===== src/rtl/comparator_max_scheduler.sv =====
// comparator_max_scheduler
//   Collects COUNT samples per frame over a valid/ready handshake. It keeps a
//   running maximum with one shared greater-than comparator and reports the
//   peak value and its 0-based index once per frame.
//
//   Optional build macro: COMPARATOR_MAX_SCHEDULER_MIN_EN. When it is defined,
//   a second comparator and the o_min/o_min_idx ports track the running minimum.
//
// Ports
//   i_clk      in   1      clock, rising edge
//   i_rst_n    in   1      asynchronous active-low reset
//   i_start    in   1      start a new frame (honoured in IDLE/DONE only)
//   i_valid    in   1      i_data valid
//   i_data     in   WIDTH  sample
//   o_ready    out  1      sample accepted this cycle if i_valid
//   o_busy     out  1      frame in progress
//   o_done     out  1      one-cycle pulse, frame result valid
//   o_max      out  WIDTH  largest sample of last completed frame
//   o_max_idx  out  IDX_W  index of that sample within the frame
//   o_min      out  WIDTH  smallest sample of last frame (MIN_EN only)
//   o_min_idx  out  IDX_W  index of that sample (MIN_EN only)
//
// state  | meaning
// -------+-----------------------------------------------
// S_IDLE | waiting for i_start
// S_RUN  | accepting samples, one comparison per accept
// S_DONE | single cycle, result presented with o_done

module comparator_greater_than #(
    parameter int WIDTH = 4
) (
    input  logic [WIDTH-1:0] i_A,
    input  logic [WIDTH-1:0] i_B,
    output logic             o_gt
);
    assign o_gt = (i_A > i_B);
endmodule

module comparator_max_scheduler #(
    parameter int WIDTH = 4,
    parameter int COUNT = 8,
    parameter int IDX_W = 3
) (
    input  logic             i_clk,
    input  logic             i_rst_n,
    input  logic             i_start,
    input  logic             i_valid,
    input  logic [WIDTH-1:0] i_data,
    output logic             o_ready,
    output logic             o_busy,
    output logic             o_done,
    output logic [WIDTH-1:0] o_max,
    output logic [IDX_W-1:0] o_max_idx
`ifdef COMPARATOR_MAX_SCHEDULER_MIN_EN
    ,
    output logic [WIDTH-1:0] o_min,
    output logic [IDX_W-1:0] o_min_idx
`endif
);
    typedef enum logic [1:0] {S_IDLE, S_RUN, S_DONE} state_t;

    localparam logic [IDX_W-1:0] LAST = IDX_W'(COUNT - 1);

    state_t           state, state_nxt;
    logic [IDX_W-1:0] cnt, cnt_nxt;
    logic [WIDTH-1:0] run_max, run_max_nxt;
    logic [IDX_W-1:0] run_max_idx, run_max_idx_nxt;
    logic             max_gt;
    logic             res_load;

    comparator_greater_than #(.WIDTH(WIDTH)) u_cmp_max (
        .i_A  (i_data),
        .i_B  (run_max),
        .o_gt (max_gt)
    );

`ifdef COMPARATOR_MAX_SCHEDULER_MIN_EN
    logic [WIDTH-1:0] run_min, run_min_nxt;
    logic [IDX_W-1:0] run_min_idx, run_min_idx_nxt;
    logic             min_gt;

    comparator_greater_than #(.WIDTH(WIDTH)) u_cmp_min (
        .i_A  (run_min),
        .i_B  (i_data),
        .o_gt (min_gt)
    );
`endif

    always_comb begin
        state_nxt       = state;
        cnt_nxt         = cnt;
        run_max_nxt     = run_max;
        run_max_idx_nxt = run_max_idx;
`ifdef COMPARATOR_MAX_SCHEDULER_MIN_EN
        run_min_nxt     = run_min;
        run_min_idx_nxt = run_min_idx;
`endif
        res_load        = 1'b0;
        o_ready         = 1'b0;
        o_busy          = 1'b0;
        o_done          = 1'b0;

        case (state)
            S_IDLE: begin
                if (i_start) begin
                    state_nxt       = S_RUN;
                    cnt_nxt         = '0;
                    run_max_nxt     = '0;
                    run_max_idx_nxt = '0;
`ifdef COMPARATOR_MAX_SCHEDULER_MIN_EN
                    run_min_nxt     = '0;
                    run_min_idx_nxt = '0;
`endif
                end
            end
            S_RUN: begin
                o_ready = 1'b1;
                o_busy  = 1'b1;
                if (i_valid) begin
                    // First sample of the frame seeds the running regs; the
                    // comparator result is ignored on that cycle.
                    if ((cnt == '0) || max_gt) begin
                        run_max_nxt     = i_data;
                        run_max_idx_nxt = cnt;
                    end
`ifdef COMPARATOR_MAX_SCHEDULER_MIN_EN
                    if ((cnt == '0) || min_gt) begin
                        run_min_nxt     = i_data;
                        run_min_idx_nxt = cnt;
                    end
`endif
                    if (cnt == LAST) begin
                        state_nxt = S_DONE;
                        res_load  = 1'b1;
                    end else begin
                        cnt_nxt = cnt + IDX_W'(1);
                    end
                end
            end
            S_DONE: begin
                o_done = 1'b1;
                if (i_start) begin
                    state_nxt       = S_RUN;
                    cnt_nxt         = '0;
                    run_max_nxt     = '0;
                    run_max_idx_nxt = '0;
`ifdef COMPARATOR_MAX_SCHEDULER_MIN_EN
                    run_min_nxt     = '0;
                    run_min_idx_nxt = '0;
`endif
                end else begin
                    state_nxt = S_IDLE;
                end
            end
            default: state_nxt = S_IDLE;
        endcase
    end

    // Results load on the last accept edge, so they are already stable while
    // o_done is high and stay untouched by the next frame until its own end.
    always_ff @(posedge i_clk or negedge i_rst_n) begin
        if (!i_rst_n) begin
            state       <= S_IDLE;
            cnt         <= '0;
            run_max     <= '0;
            run_max_idx <= '0;
            o_max       <= '0;
            o_max_idx   <= '0;
        end else begin
            state       <= state_nxt;
            cnt         <= cnt_nxt;
            run_max     <= run_max_nxt;
            run_max_idx <= run_max_idx_nxt;
            if (res_load) begin
                o_max     <= run_max_nxt;
                o_max_idx <= run_max_idx_nxt;
            end
        end
    end

`ifdef COMPARATOR_MAX_SCHEDULER_MIN_EN
    always_ff @(posedge i_clk or negedge i_rst_n) begin
        if (!i_rst_n) begin
            run_min     <= '0;
            run_min_idx <= '0;
            o_min       <= '0;
            o_min_idx   <= '0;
        end else begin
            run_min     <= run_min_nxt;
            run_min_idx <= run_min_idx_nxt;
            if (res_load) begin
                o_min     <= run_min_nxt;
                o_min_idx <= run_min_idx_nxt;
            end
        end
    end
`endif

endmodule

===== config.mk =====
export PLATFORM = sky130hd
export DESIGN_NAME = comparator_max_scheduler
export DESIGN_NICKNAME = d
export VERILOG_FILES = /design/src/rtl/comparator_max_scheduler.sv
export SDC_FILE = /design/constraint.sdc
export NUM_CORES = 1
export LEC_CHECK = 0
export BUFFER_PORTS_ARGS = -buffer_cell sky130_fd_sc_hd__buf_2
export CAP_MARGIN = 0
export CORE_MARGIN = 2
export CORE_UTILIZATION = 54
export DETAILED_ROUTE_END_ITERATION = 12
export PLACE_DENSITY = 0.81
export SLEW_MARGIN = 20
export SYNTH_ARGS = -nofsm -noshare
export SYNTH_HDL_FRONTEND = slang
export SYNTH_SLANG_ARGS = --single-unit

===== constraint.sdc =====
create_clock -name i_clk -period 2 [get_ports i_clk]
set_clock_uncertainty 0.1 [all_clocks]
set_input_delay 0.3 -clock i_clk [delete_from_list [all_inputs] [get_ports i_clk]]
set_output_delay 0.3 -clock i_clk [all_outputs]
set_load 0.005 [all_outputs]

==> results of run 1 <==
worst max-delay path: cells and delay by family, from the launching register on:
kind,cells,cell delay [ns]
AOI/OAI and AO/OA,3,0.59
adders and majority gates,1,0.34
buffers and inverters,1,0.05
DFF,1,0.39
muxes,1,0.21
and+or+nand+nor,1,0.14
stage by stage:
stage	power, W	utilization	instance area (sq um)	TNS [ns]	hold slack [ns]
final	0.00179	0.681	1200	0	0.136
after global routing	0.00194	0.681	1200	-0.0838	0.160
after CTS	0.00174	0.661	1170	0	0.126
after detailed placement	0.00151	0.635	1120	-0.0691	0.159
after global placement	0.00147	0.635	1120	0	0.155
after floorplan	0.00130	-	1030	0	-0.0956
sequential cells by signal, summed over array words and instances (netlist names):
| name | flops |
|---|---|
| run_max_idx | 3 |
| o_max | 4 |
| run_max | 4 |
| state | 2 |
| cnt | 3 |
| o_max_idx | 3 |
area by class of cell:
| type | count | share of cell area |
|---|---|---|
| tap | 25 | 0.0260 |
| sequential | 19 | 0.396 |
| multi-input combinational | 75 | 0.417 |
| clock inverter | 1 | 0.00417 |
| inverter | 9 | 0.0281 |
| clock buffer | 3 | 0.0188 |
| timing repair buffer | 23 | 0.110 |
routing by layer:
| layer | global-route usage | vias up |
|---|---|---|
| li1 | - | 401 |
| met3 | 0.0415 | 6 |
| met2 | 0.371 | 22 |
| met4 | 0.124 | 0 |
| met1 | 0.234 | 371 |
| met5 | 0 | - |
timing repair:
| item | 4_1_cts | 5_1_grt |
|---|---|---|
| endpoints found under the hold margin | 19 | 0 |
| pin swaps | 0 | 1 |
| resized for setup | 1 | 1 |
| hold buffers | 1 | 0 |
| endpoints found under the setup margin | 2 | 7 |
| buffers inserted | 0 | 4 |
cell families (layout without fill, tap and decap cells):
| logic type | after synthesis | in the layout | share of synthesized area |
|---|---|---|---|
| multiplexers | 7 | 7 | 0.0679 |
| buffers and inverters | 14 | 36 | 0.0667 |
| AND/OR/NAND/NOR | 37 | 37 | 0.166 |
| adder cells (fa/ha/maj) | 7 | 7 | 0.0848 |
| AO/OA/AOI/OAI | 24 | 24 | 0.154 |
| flip-flops | 19 | 19 | 0.461 |
cell usage after synthesis (2+ instances only):
library cell | number | area (sq um)
nand2_1 | 23 | 86.3
dfrtp_1 | 19 | 475
inv_1 | 9 | 33.8
a21oi_1 | 7 | 35.0
ha_1 | 7 | 87.6
mux2i_1 | 7 | 70.1
nor2_1 | 7 | 26.3
o21ai_0 | 7 | 35.0
o21ai_1 | 3 | 15.0
buf_4 | 2 | 15.0
worst max-delay path by stage:
stage,slack (ns),endpoint,start
CTS,0.04,o_max[2],run_max[3]
global route,-0.04,run_max_idx[0],run_max[3]
floorplan,0.31,o_max[0],run_max[3]
global placement,0.08,run_max[3],i_data[3]
finish,0.07,o_max[2],run_max[3]
detailed placement,-0.06,run_max[0],i_data[3]
power by group:
part	switching (W)	total [W]	internal [W]
sequential	0.000127	0.000681	0.000554
combinational	0.000480	0.000909	0.000429
clock	0.000124	0.000199	0.0000748
total	0.000732	0.00179	0.00106
==> impl_metrics.yaml, run 1 <==
outcome:
  status: "completed"
global_route:
  grt_start_max_net_pins: 20
  antenna_found_initial: 0
  grt_usage: 0.211
  grt_pass1_vias: 774
  overflow: 0
  grt_pass1_wl_mm: 3.26
placed_design:
  detailed_place_hpwl_mm: 1.48
  dp_slack_ns: -0.0597
  gp_congestion: 0.790
  placed_cells: 146
  portBuffers: 17
min_path:
  hold_class: "in -> reg"
  hold_path.startpoint: "i_data[3]"
  hold_end: "run_max[3]"
  holdPathStages: 3
clocking:
  clock-sinks: 19
  htree_levels: 1
  cts_max_path_buffers: 2
  path_clk_slew_ns: 0.11
  root_buffer: "clkbuf_4"
  cts_buffers: 3
  cts_tree: "done"
  clk_latency_ns: 0.31
route:
  dr.pass1.iters: 4
  highest_layer: "met4"
  drt_iter0_drc: 7
  dr_wl_met3_microns: 87
  wirelength_mm: 2.04
  route.vias.total: 800
  drt-met1-wl_microns: 874
  drtAntennaViolNets: 0
  wl_met2_mm: 1.03
  drc: 0
  wire_per_inst_microns: 13.1
  vias_per_cell: 5.16
floorplanning:
  top_level_ports: 18
  initial_core_util: 0.585
  rows: 15
  die-width_microns: 47.7
  core-area_sq_mm: 0.00176
  dieHeight_microns: 47.7
  design.die.area_sq_mm: 0.00228
worst_setup_path:
  r2r_end: "o_max[2]"
  cp_max_fo: 6
  worstSetupPathType: "reg -> reg"
  crit_path_cell_trace: "inv_1 > ha_1 > a21o_2 > a2bb2oi_2 > nand2_4 > mux2i_1 > a21oi_1"
  r2r_start: "run_max[3]"
  r2r_setup_slack_ns: 0.07
  cpPeakStageDelay_ns: 0.39
  ff2ff_path_depth: 7
  required_ns: 2.10
  critical-path-slowest-cell: "dfrtp_1"
  cp-end-kind: "register"
  critPathLaunchType: "register"
  worstPathArrival_ns: 2.03
sta:
  fmax_ghz: 0.518
  maxSlewHeadroom: 0.692
  setup_viol: 0
  rsz0062_at_grt: "true"
  fin_ws_ns: 0.0695
  hold_viol: 0
  min_period_ns: 1.93
  worst_pin_slew_ns: 0.461
  drv_slew: 0
  period_share: 0.965
yosys:
  ys.flop_type: "dfrtp_1"
  postSynthCellCount: 108
  synth-warning-count: 0
  synthArstFlopShare: 1.00
  syn_nets: 123
  synth_edf_count: 0
  ys_types: 27
  synth_seq_area_share: 0.461
  avgSynthCellArea_sq_um: 9.56
  synth_area_sq_mm: 0.00103
  ys_seq_elements: 19
final_layout:
  drive_gt1_frac: 0.262
  seqCellArea_sq_um: 475
  syn_to_final_growth_pct: 16.4
  fill_cells: 161
  multiInputGateArea_sq_um: 500
  antenna_cells: 0
  final_common_cell: "nand2_1"
  final_cell_mix: "nand2_1, dfrtp_1, buf_2, inv_1"
  final_nets: 146
  final_cells: 155
run:
  cap_violations: 0
power_and_ir_drop:
  ir_worst_vdd_uv: 810
  p_leak_nw: 0.644
  cellPowerDensity_mw_per_mm2: 1490
Power figures use the tool's default switching activity.
==> run 2, diff against run 1 <==
--- a/config.mk
+++ b/config.mk
@@ -8,9 +8,10 @@
 export BUFFER_PORTS_ARGS = -buffer_cell sky130_fd_sc_hd__buf_2
 export CAP_MARGIN = 0
 export CORE_MARGIN = 2
-export CORE_UTILIZATION = 54
+export CORE_UTILIZATION = 57
+export CTS_BUF_LIST = sky130_fd_sc_hd__clkbuf_4 sky130_fd_sc_hd__clkbuf_8
 export DETAILED_ROUTE_END_ITERATION = 12
-export PLACE_DENSITY = 0.81
+export PLACE_DENSITY = 0.85
 export SLEW_MARGIN = 20
 export SYNTH_ARGS = -nofsm -noshare
 export SYNTH_HDL_FRONTEND = slang
==> impl_metrics.yaml, run 2 (synthesis gave the netlist of run 1 again) <==
route:
  drc: 0
  route.vias.total: 846
  wire_per_inst_microns: 14.8
  dr.pass1.iters: 4
  wirelength_mm: 2.29
  wl_met2_mm: 1.13
  drt-met1-wl_microns: 962
  highest_layer: "met4"
  drt_iter0_drc: 15
  drtAntennaViolNets: 0
  vias_per_cell: 5.46
  dr_wl_met3_microns: 117
sta:
  period_share: 0.976
  hold_viol: 0
  maxSlewHeadroom: 0.698
  setup_viol: 0
  worst_pin_slew_ns: 0.452
  fmax_ghz: 0.512
  rsz0062_at_grt: "true"
  min_period_ns: 1.95
  whs_ns: 0.145
  fin_ws_ns: 0.0477
  drv_slew: 0
placed_design:
  placed_area_sq_mm: 0.00112
  portBuffers: 17
  dp_slack_ns: -0.0407
  gp_congestion: 0.763
  detailed_place_hpwl_mm: 1.45
  placed_cells: 146
final_layout:
  syn_to_final_growth_pct: 19.6
  final_cells: 155
  drive_gt1_frac: 0.269
  largestRegisters: "o_max (4), run_max (4)"
  seqCellArea_sq_um: 475
  final_nets: 146
  antenna_cells: 0
  final_cell_mix: "nand2_1, dfrtp_1, buf_2, inv_1"
  multiInputGateArea_sq_um: 542
  final_common_cell: "nand2_1"
  final_area_sq_mm: 0.00123
  fill_cells: 121
clocking:
  clock-sinks: 19
  cts_buffers: 3
  clk_latency_ns: 0.30
  htree_levels: 1
  cts_tree: "done"
  root_buffer: "clkbuf_4"
  cts_max_path_buffers: 2
  path_clk_slew_ns: 0.11
run:
  cap_violations: 0
floorplanning:
  core-area_sq_mm: 0.00171
  top_level_ports: 18
  die-width_microns: 46.6
  initial_core_util: 0.604
  rows: 15
  dieHeight_microns: 46.6
  design.die.area_sq_mm: 0.00217
global_route:
  overflow: 0
  grt_start_max_net_pins: 20
  antenna_found_initial: 0
  grt_pass1_wl_mm: 3.13
  grt_usage: 0.202
  grt_pass1_vias: 771
power_and_ir_drop:
  p_leak_nw: 0.642
  cellPowerDensity_mw_per_mm2: 1550
  ir_worst_vdd_uv: 1030
  p_total_w: 0.00192
worst_setup_path:
  required_ns: 2.07
  worstSetupPathType: "reg -> reg"
  critPathLaunchType: "register"
  cp_max_fo: 7
  worstPathArrival_ns: 2.02
  cp-end-kind: "register"
min_path:
  hold_class: "in -> reg"
outcome:
  status: "completed"
==> run 2: where the power goes <==
group	switching [W]	leakage (nW)	internal [W]
clock	0.000121	0.0177	0.0000745
sequential	0.000128	0.236	0.000553
combinational	0.000564	0.388	0.000474
==> run 2: timing repair <==
action,4_1_cts,5_1_grt
setup buffers,0,3
pin swaps,0,4
gates resized for setup,1,5
endpoints found under the setup margin,1,9
endpoints found under the hold margin,19,0
cloned,0,1
hold buffers,1,0
==> run 2: metal layers <==
| layer | GRT usage | up-vias |
|---|---|---|
| met5 | 0 | - |
| li1 | - | 408 |
| met4 | 0.0857 | 0 |
| met1 | 0.236 | 391 |
| met2 | 0.367 | 39 |
| met3 | 0.0235 | 8 |
==> run 2: final cells by class <==
type / instances / area share
multi-input combinational: 76 / 0.439
sequential: 19 / 0.385
timing repair buffer: 22 / 0.101
inverter: 9 / 0.0274
tap: 25 / 0.0253
clock buffer: 3 / 0.0182
clock inverter: 1 / 0.00405
==> run 2: worst paths after layout <==
path / depth (start not counted) / to / slack, ns / from
hold reg to reg: 2 / o_max_idx[1] / 0.43 / o_max_idx[1]
min in group asynchronous: 2 / o_max[3] / 0.37 / i_rst_n
hold / removal: 3 / run_max[0] / 0.15 / i_data[0]
setup / recovery: 8 / run_max_idx[2] / 0.05 / run_max[3]
max in group asynchronous: 2 / o_max_idx[1] / 1.13 / i_rst_n
setup reg to reg: 8 / run_max_idx[2] / 0.05 / run_max[3]
==> run 2: critical path, stage by stage (launching register included) <==
cell and delay [ns]:
dfrtp_1 0.39, inv_1 0.07, ha_2 0.40, nand4_2 0.19, a2bb2oi_4 0.23, buf_4 0.15, a21oi_4 0.07, nand2_1 0.11
o21ai_0 0.11
==> run 2: metrics by stage <==
stage | utilization | TNS, ns
after floorplan | - | 0
after global placement | 0.656 | 0
after detailed placement | 0.656 | -0.0932
after CTS | 0.683 | 0
after global routing | 0.723 | -0.194
final | 0.723 | 0
==> run 3, diff against run 2 <==
--- a/config.mk
+++ b/config.mk
@@ -11,7 +11,9 @@
 export CORE_UTILIZATION = 57
 export CTS_BUF_LIST = sky130_fd_sc_hd__clkbuf_4 sky130_fd_sc_hd__clkbuf_8
 export DETAILED_ROUTE_END_ITERATION = 12
+export MAX_ROUTING_LAYER = met4
 export PLACE_DENSITY = 0.85
+export RECOVER_POWER = 50
 export SLEW_MARGIN = 20
 export SYNTH_ARGS = -nofsm -noshare
 export SYNTH_HDL_FRONTEND = slang
==> constraint.sdc (replaced) <==
create_clock -name i_clk -period 1.9 [get_ports i_clk]
set_clock_uncertainty 0.1 [all_clocks]
set_input_delay 0.285 -clock i_clk [delete_from_list [all_inputs] [get_ports i_clk]]
set_output_delay 0.285 -clock i_clk [all_outputs]
set_load 0.005 [all_outputs]
==> impl_metrics.yaml, run 3 (synthesis gave the netlist of run 1 again) <==
outcome:
  status: "finished with violations"
  violations: "negative setup slack"
route:
  highest_layer: "met4"
  wirelength_mm: 2.38
  drt-met1-wl_mm: 1.01
  drt_iter0_drc: 10
  dr.pass1.iters: 4
  dr_wl_met3_microns: 93
  wire_per_inst_microns: 15.1
  drc: 0
  route.vias.total: 878
  vias_per_cell: 5.59
  wl_met2_mm: 1.20
  drtAntennaViolNets: 0
clocking:
  clock-sinks: 19
  path_clk_slew_ns: 0.12
  clk_latency_ns: 0.30
  cts_buffers: 3
  cts_tree: "done"
  htree_levels: 1
  root_buffer: "clkbuf_4"
  cts_max_path_buffers: 2
placed_design:
  portBuffers: 17
  placed_cells: 146
  gp_congestion: 0.765
  detailed_place_hpwl_mm: 1.43
worst_setup_path:
  critical-path-slowest-cell: "dfrtp_1"
  required_ns: 2.00
  worstSetupPathType: "reg -> reg"
  cp-end-kind: "register"
  cpPeakStageDelay_ns: 0.42
  critPathLaunchType: "register"
  crit_path_cell_trace: "inv_1 > ha_2 > nand4_4 > o2111ai_4 > buf_4 > a21oi_4 > nand2_1 > o21ai_0"
  worstPathArrival_ns: 2.02
  cp_max_fo: 7
sta:
  min_period_ns: 1.92
  rsz0062_at_grt: "true"
  hold_viol: 0
  fin_ws_ns: -0.0213
  setup_viol: 1
  fmax_ghz: 0.520
  drv_slew: 0
  worst_pin_slew_ns: 0.996
  period_share: 1.01
  maxSlewHeadroom: 0.336
final_layout:
  largestRegisters: "o_max (4), run_max (4)"
  final_cell_mix: "nand2_1, dfrtp_1, buf_2, inv_1"
  drive_gt1_frac: 0.288
  final_cells: 157
  syn_to_final_growth_pct: 24.8
  antenna_cells: 0
  final_nets: 148
  fill_cells: 119
  final_common_cell: "nand2_1"
global_route:
  grt_usage: 0.230
  antenna_found_initial: 0
  grt_pass1_vias: 800
  overflow: 0
  grt_pass1_wl_mm: 3.42
  grt_start_max_net_pins: 20
run:
  cap_violations: 0
power_and_ir_drop:
  p_sw_frac: 0.426
  p_total_w: 0.00214
  p_leak_nw: 0.645
  comb_power_share: 0.563
  seqPwrFrac: 0.337
  intPower_w: 0.00123
  cellPowerDensity_mw_per_mm2: 1660
  ir_worst_vdd_uv: 1040
  p_clk_frac: 0.100
  p_sw_w: 0.000910
floorplanning:
  design.die.area_sq_mm: 0.00217
  die-width_microns: 46.6
  top_level_ports: 18
  rows: 15
  initial_core_util: 0.604
  dieHeight_microns: 46.6
  core-area_sq_mm: 0.00171
min_path:
  hold_class: "in -> reg"
==> run 3: changes by cell type in the layout (fill, tap and decap cells not counted), sizes merged <==
cell    change
buf         +1
clkbuf      +1
==> run 3: final timing paths <==
check	cells after the start	from	end	slack [ns]
hold / removal	3	i_data[0]	run_max[0]	0.13
setup / recovery	8	run_max[2]	run_max[3]	-0.02
hold reg to reg	2	run_max_idx[0]	run_max_idx[0]	0.44
setup reg to reg	8	run_max[2]	run_max[3]	-0.02
min in group asynchronous	2	i_rst_n	o_max[3]	0.55
max in group asynchronous	2	i_rst_n	cnt[0]	0.55
==> run 3: power groups by stage <==
stage	registers, W	clock network (W)	logic [W]
after CTS	0.000712	0.000211	0.000942
final	0.000721	0.000214	0.00120
after floorplan	0.000702	0	0.000665
after global routing	0.000742	0.000238	0.00133
after global placement	0.000710	0	0.000835
after detailed placement	0.000720	0	0.000868
==> run 3: final cells by class <==
type,instances,area (sq um),share of cell area
sequential,19,475,0.369
clock buffer,3,22.5,0.0175
tap,25,31.3,0.0243
clock inverter,1,5.00,0.00388
inverter,9,33.8,0.0262
timing repair buffer,24,138,0.107
multi-input combinational,76,583,0.452
==> run 3: routing by layer <==
layer,global-route usage,up-vias
met4,0.0800,0
met3,0.0235,12
met2,0.392,29
met1,0.281,429
li1,-,408
met5,-,-
==> run 3: timing repair <==
action                                 in CTS  in global routing
cloned                                      0                  1
setup endpoints to repair                   7                 14
resized for setup                           3                 10
endpoints found under the hold margin      19                  0
hold buffers                                1                  0
pin swaps                                   0                  6
setup buffers                               0                  5
==> run 3: through the flow <==
stage          hold slack, ns  setup TNS (ns)  area (sq um)  utilization  setup WS (ns)
3_5_place_dp            0.150          -0.368          1120        0.656        -0.0710
6_report                0.127         -0.0213          1290        0.755        -0.0213
5_1_grt                 0.152          -0.429          1290        0.755         -0.152
4_1_cts                 0.129               0          1180        0.692        0.00385
3_3_place_gp            0.141               0          1120        0.656        0.00959
2_1_floorplan          -0.111               0          1030            -          0.213
==> run 3: worst max-delay path: cells and delay by family, from the launching register on <==
kind	cells	cell delay (ns)
DFF	1	0.42
AOI/OAI and AO/OA	3	0.50
and+or+nand+nor	2	0.24
buffers and inverters	2	0.25
adders and majority gates	1	0.30
